### config.mk
export PLATFORM = sky130hd
export DESIGN_NAME = pipe_run_ctrl
export DESIGN_NICKNAME = d
export VERILOG_FILES = /design/src/rtl/pipe_run_ctrl_pkg.sv /design/src/rtl/pipe_run_ctrl_btn_debounce.sv /design/src/rtl/pipe_run_ctrl.sv
export SDC_FILE = /design/constraint.sdc
export NUM_CORES = 1
export LEC_CHECK = 0
export CORE_MARGIN = 4
export CORE_UTILIZATION = 45
export DETAILED_ROUTE_END_ITERATION = 7
export HOLD_SLACK_MARGIN = 0.02
export PLACE_DENSITY_LB_ADDON = 0.12
export SLEW_MARGIN = 20
export SYNTH_ARGS = -nofsm -noshare
export SYNTH_HDL_FRONTEND = slang
export SYNTH_SLANG_ARGS = --single-unit
### constraint.sdc
create_clock -name clk -period 3.3 [get_ports clk]
set_clock_uncertainty 0.05 [all_clocks]
set_input_delay 0.825 -clock clk [delete_from_list [all_inputs] [get_ports clk]]
set_output_delay 0.825 -clock clk [all_outputs]
set_load 0.01 [all_outputs]
### src/rtl/pipe_run_ctrl_pkg.sv
// Shared encodings for the pipeline run/step/halt controller, so display logic
// and top-level muxing can decode run_state without duplicating constants.
package pipe_run_ctrl_pkg;

  typedef enum logic [1:0] {
    ST_PAUSE = 2'd0,
    ST_RUN   = 2'd1,
    ST_STEP  = 2'd2,
    ST_DONE  = 2'd3
  } run_state_e;

  localparam int DEBOUNCE_DEFAULT = 20000;

endpackage : pipe_run_ctrl_pkg

### src/rtl/pipe_run_ctrl_btn_debounce.sv
// Button conditioner: 2-FF synchroniser, stability counter and a one-cycle
// pulse when a press has been stable long enough to be accepted.
module btn_debounce
  import pipe_run_ctrl_pkg::*;
#(
  parameter int DEBOUNCE = DEBOUNCE_DEFAULT
) (
  input  logic clk,
  input  logic rst,
  input  logic btn,
  output logic pulse
);

  localparam int            CW   = (DEBOUNCE > 1) ? $clog2(DEBOUNCE) : 1;
  localparam logic [CW-1:0] LAST = CW'(DEBOUNCE - 1);

  logic          sync1;
  logic          sync2;
  logic          stable;
  logic [CW-1:0] cnt;

  // NOTE: every register here uses <= so all flops sample pre-edge values;
  // a blocking assignment would collapse the two synchroniser stages into one.
  always_ff @(posedge clk) begin
    if (rst) begin
      sync1  <= 1'b0;
      sync2  <= 1'b0;
      stable <= 1'b0;
      cnt    <= '0;
      pulse  <= 1'b0;
    end else begin
      sync1 <= btn;
      sync2 <= sync1;
      pulse <= 1'b0;
      if (sync2 == stable) begin
        cnt <= '0;
      end else if (cnt == LAST) begin
        // Level differed from the accepted one for DEBOUNCE cycles in a row.
        stable <= sync2;
        cnt    <= '0;
        pulse  <= sync2;
      end else begin
        cnt <= cnt + 1'b1;
      end
    end
  end

endmodule : btn_debounce

### src/rtl/pipe_run_ctrl.sv
// Run/step/halt controller: produces the single pipeline advance enable and
// sequences free-run, single-step, PC breakpoint and exit-syscall stops.
module pipe_run_ctrl
  import pipe_run_ctrl_pkg::*;
#(
  parameter int DEBOUNCE = DEBOUNCE_DEFAULT,
  parameter int CNT_W    = 32
) (
  input  logic             clk,
  input  logic             rst,
  input  logic             btn_run,
  input  logic             btn_step,
  input  logic             btn_halt,
  input  logic             halt_req,
  input  logic [31:0]      wb_pc,
  input  logic             bp_en,
  input  logic [31:0]      bp_addr,
  output logic             cpu_en,
  output logic [1:0]       run_state,
  output logic             bp_hit,
  output logic [CNT_W-1:0] cyc_cnt
);

  logic run_p;
  logic step_p;
  logic halt_p;

  btn_debounce #(.DEBOUNCE(DEBOUNCE)) u_db_run (
    .clk(clk), .rst(rst), .btn(btn_run), .pulse(run_p)
  );
  btn_debounce #(.DEBOUNCE(DEBOUNCE)) u_db_step (
    .clk(clk), .rst(rst), .btn(btn_step), .pulse(step_p)
  );
  btn_debounce #(.DEBOUNCE(DEBOUNCE)) u_db_halt (
    .clk(clk), .rst(rst), .btn(btn_halt), .pulse(halt_p)
  );

  run_state_e       state_q;
  run_state_e       state_d;
  logic             bp_hit_q;
  logic             bp_hit_d;
  logic             en_q;
  logic [CNT_W-1:0] cyc_q;
  logic             stop_now;
  logic             active;

  // en_q qualifies the WB compare: only a freshly arrived instruction may stop
  // the pipe, so resuming from a breakpoint does not re-trigger on it.
  assign stop_now = en_q & (halt_req | (bp_en & (wb_pc == bp_addr)));
  assign active   = (state_q == ST_RUN) | (state_q == ST_STEP);
  assign cpu_en   = ~rst & active & ~stop_now;

  // NOTE: next-state values take their defaults first, so a path through the
  // priority chain that assigns nothing holds state instead of inferring a latch.
  always_comb begin
    state_d  = state_q;
    bp_hit_d = bp_hit_q;
    if (state_q != ST_DONE) begin
      if (en_q & halt_req) begin
        state_d  = ST_DONE;
        bp_hit_d = 1'b0;
      end else if (active & stop_now) begin
        state_d  = ST_PAUSE;
        bp_hit_d = 1'b1;
      end else if ((state_q == ST_RUN) & halt_p) begin
        state_d = ST_PAUSE;
      end else if (state_q == ST_STEP) begin
        state_d = ST_PAUSE;
      end else if ((state_q == ST_PAUSE) & run_p) begin
        state_d  = ST_RUN;
        bp_hit_d = 1'b0;
      end else if ((state_q == ST_PAUSE) & step_p) begin
        state_d  = ST_STEP;
        bp_hit_d = 1'b0;
      end
    end
  end

  always_ff @(posedge clk) begin
    if (rst) begin
      state_q  <= ST_PAUSE;
      bp_hit_q <= 1'b0;
      en_q     <= 1'b0;
      cyc_q    <= '0;
    end else begin
      state_q  <= state_d;
      bp_hit_q <= bp_hit_d;
      en_q     <= cpu_en;
      if (cpu_en) begin
        cyc_q <= cyc_q + 1'b1;
      end
    end
  end

  assign run_state = state_q;
  assign bp_hit    = bp_hit_q;
  assign cyc_cnt   = cyc_q;

endmodule : pipe_run_ctrl

==> impl_metrics.ini, run 1 <==
[cells_and_area]
register_area_sq_um = 1860
drive_gt1_frac = 0.0909
synthToLayoutAreaGrowth_pct = 33.0
fin_util = 0.619
fin_nets = 723
antennaDiodeCount = 0
fillers = 892
multi_input_area_sq_um = 2610

[cts]
cts_tree = done
h-tree-depth = 3
cts_max_path_buffers = 2
root_buffer = clkbuf_8
cts_made_buffers = 9
clkSinkCount = 93
clkLatencyLatePin_ns = 0.35
path_clk_slew_ns = 0.09

[synth]
synth_area_leaders = dfxtp_1 41%, xor2_1 8.6%, nor2_1 5.6%
synth_ff_type = dfxtp_1
ys.warnings.count = 0
ys_ff_latch = 93
synth_largest_area_cell = dfxtp_1
netlist.area_leader.share = 0.407
synth_edf_count = 0
synth_cells = 534
synth.avg_cell_area_sq_um = 8.56
async_flop_share = 0
synth_fp_nets = 613
yosysUniqueCellTypes = 43
seq_area_frac_synth = 0.407
syn-cell-area_sq_um = 4570

[sta]
finalHoldViolCount = 0
fmax_ghz = 0.312
grt_setup_unrepaired = false
fin_crit_ns = 3.21
setup-violations-final = 0
drv_slew = 0
period_share = 0.971
worst-slew-pin-transition_ns = 0.549
relSlewSlack = 0.634

[die]
die_x_um = 109
die_area_sq_um = 11800
rows = 36
start_util = 0.466
coreArea_sq_um = 9820
pin_count = 107
die_h_um = 109

[pwr]
p_sw_uw = 551
power_density_nw_per_um2 = 393
p_leak_nw = 2.10
power_frac_comb = 0.128
clockPowerShare = 0.389
ir_worst_vdd_uv = 223
power_mw = 2.39
internal-power_mw = 1.84
switching_share = 0.230
p_seq_frac = 0.483

[min_path]
hold_depth = 1
hold_path_class = reg2reg
hold_path_end = u_db_run.sync2
hp-start = u_db_run.sync1

[grt]
grt_start_max_net_pins = 65
antenna_found_initial = 0
grt_pass1_vias = 3950
grt_overflow = 0
grt_first_pass_wirelength_um = 17700
grtUsageTotal = 0.183

[critical_path]
start_kind = input pin
path_buf_inv = 3
critPathCaptureType = output pin
critPathRequiredTime_ns = 2.42
cp_slowest_cell = nor4b_4
r2r_setup_slack_ns = 0.85
cp_top_family = simple AND/OR/NAND/NOR gates
crit_path_max_incr_delay_ns = 0.36
cp_cell_sequence = dlygate4sd2_1 > xor2_1 > nor4_2 > buf_4 > nand4_1 > nor4b_4 > nor3_2 > buf_2
r2r_start = cyc_cnt[3]
regToRegEndpoint = cyc_cnt[29]
cp_data_arrival_time_ns = 2.33
reg2reg_depth = 7
critPathKind = in2out
crit_fanout = 2

[route]
drt-initial-drc-count = 191
first_pass_iters = 4
wire_per_inst_um = 13.8
postRouteAntennaNets = 0
drc_errors = 0
viasPerCell = 5.40
wirelength_um = 10800
dr_total_vias = 4222

[run]
max_cap_violations = 0

[placed_design]
place_congestion = 0.789
dp_hpwl_um = 8040
portBuffers = 106

[status]
outcome = completed
-- layout by cell type, fill, tap and decap left out, drive strengths merged, types with 2 or more instances in the layout --
master / Yosys / routed
a2111oi: 2 / 2
clkbuf: 17 / 15
and2: 6 / 6
inv: 22 / 22
buf: 5 / 17
dlygate4sd2: 0 / 31
nor4: 6 / 6
nand2: 25 / 25
nor3: 10 / 10
bufinv: 0 / 3
ha: 8 / 8
nor2b: 9 / 9
a21o: 2 / 2
nor2: 68 / 68
xnor2: 23 / 23
xor2: 45 / 45
o22ai: 2 / 2
nor4b: 5 / 5
nand3b: 2 / 2
nand4: 24 / 24
nand3: 31 / 31
o21ai: 5 / 5
clkdlybuf4s50: 0 / 49
mux2i: 3 / 3
clkdlybuf4s15: 0 / 20
dfxtp: 93 / 93
or4: 31 / 31
a21oi: 35 / 35
or3: 6 / 6
o31ai: 28 / 28
and3: 11 / 11
-- what timing repair did --
action / in CTS / in global routing
buffers inserted: 1 / 0
pin swaps: 27 / 20
cloned: 0 / 0
hold endpoints to repair: 0 / 0
hold buffers: 0 / 0
endpoints found under the setup margin: 1 / 1
gates resized for setup: 72 / 27
-- layout make-up --
cell class / instances / area share
clock inverter: 5 / 0.0175
inverter: 22 / 0.0136
timing repair buffer: 121 / 0.182
tap: 133 / 0.0274
sequential: 93 / 0.306
multi-input combinational: 397 / 0.429
clock buffer: 11 / 0.0249
-- layer usage --
metal,wire [um],GRT usage,share of wire,vias up
met5,0,0,0,-
met4,150,0.0694,0.014,0
met3,886,0.0444,0.082,11
met2,4930,0.310,0.46,118
met1,4840,0.225,0.45,1949
li1,-,-,-,2144
-- power groups by stage --
stage | clock network, mW | logic, mW | registers, mW
6_report | 0.931 | 0.306 | 1.16
3_5_place_dp | 0 | 0.320 | 1.18
3_3_place_gp | 0 | 0.316 | 1.18
5_1_grt | 1.00 | 0.339 | 1.16
4_1_cts | 0.961 | 0.303 | 1.16
2_1_floorplan | 0 | 0.143 | 1.19
-- through the flow --
stage               setup WS, ns  instance area, sq um  hold slack (ns)  setup TNS (ns)  std cells
floorplan                 0.0268                  4580            0.364               0        534
global placement          -0.555                  5830            0.366           -2.47        765
detailed placement        -0.632                  5830            0.375           -5.15        765
CTS                     0.000345                  6060            0.396               0        782
global route             0.00269                  6080            0.421               0        782
finish                    0.0945                  6080            0.390               0        782
-- cell usage after synthesis, types with 2 or more instances --
cell type	number
a2111oi_0	2
a21o_1	2
a21oi_1	35
and2_1	6
and3_1	11
buf_2	5
clkbuf_1	17
dfxtp_1	93
ha_1	8
inv_1	21
mux2i_1	3
nand2_1	25
nand3_1	31
nand3b_1	2
nand4_1	23
nor2_1	68
nor2b_1	9
nor3_1	10
nor4_1	5
nor4b_1	5
o21ai_0	5
o22ai_1	2
o31ai_1	28
or3_1	4
or3_2	2
or4_1	28
or4_2	2
xnor2_1	23
xor2_1	45
-- state kept, by name, summed over array words and instances, names as in the netlist, 2 cells and up --
name	cells
u_db_run.cnt	15
u_db_step.cnt	15
u_db_halt.cnt	15
run_state	2
cyc_cnt	32
-- kinds of logic after synthesis --
logic type / Yosys count / share of synthesized area
compound gates: 82 / 0.115
xor+xnor: 68 / 0.130
fa+ha+maj: 8 / 0.0219
buf+inv: 44 / 0.0375
flops: 93 / 0.407
mux: 3 / 0.00657
simple gates: 236 / 0.282
-- worst max path at each step --
stage | slack, ns | start | endpoint | depth (start not counted)
after floorplan | 0.03 | bp_addr[0] | cpu_en | 8
after global placement | -0.56 | wb_pc[17] | cpu_en | 7
after detailed placement | -0.63 | bp_addr[17] | cpu_en | 7
after CTS | 0.0003 | wb_pc[21] | cpu_en | 7
after global routing | 0.003 | bp_addr[5] | cpu_en | 8
final | 0.09 | bp_addr[5] | cpu_en | 8
Power figures use the tool's default switching activity.
==> run 2: changes to the inputs <==
TNS_END_PERCENT = 50   (was not set)
==> results of run 2 <==
Final layout, timing and power as in run 1 (identical DEF).
==> run 3: changes to the inputs <==
CAP_MARGIN = 0   (was not set)
==> results of run 3 <==
Final layout, timing and power as in run 1 (identical DEF).
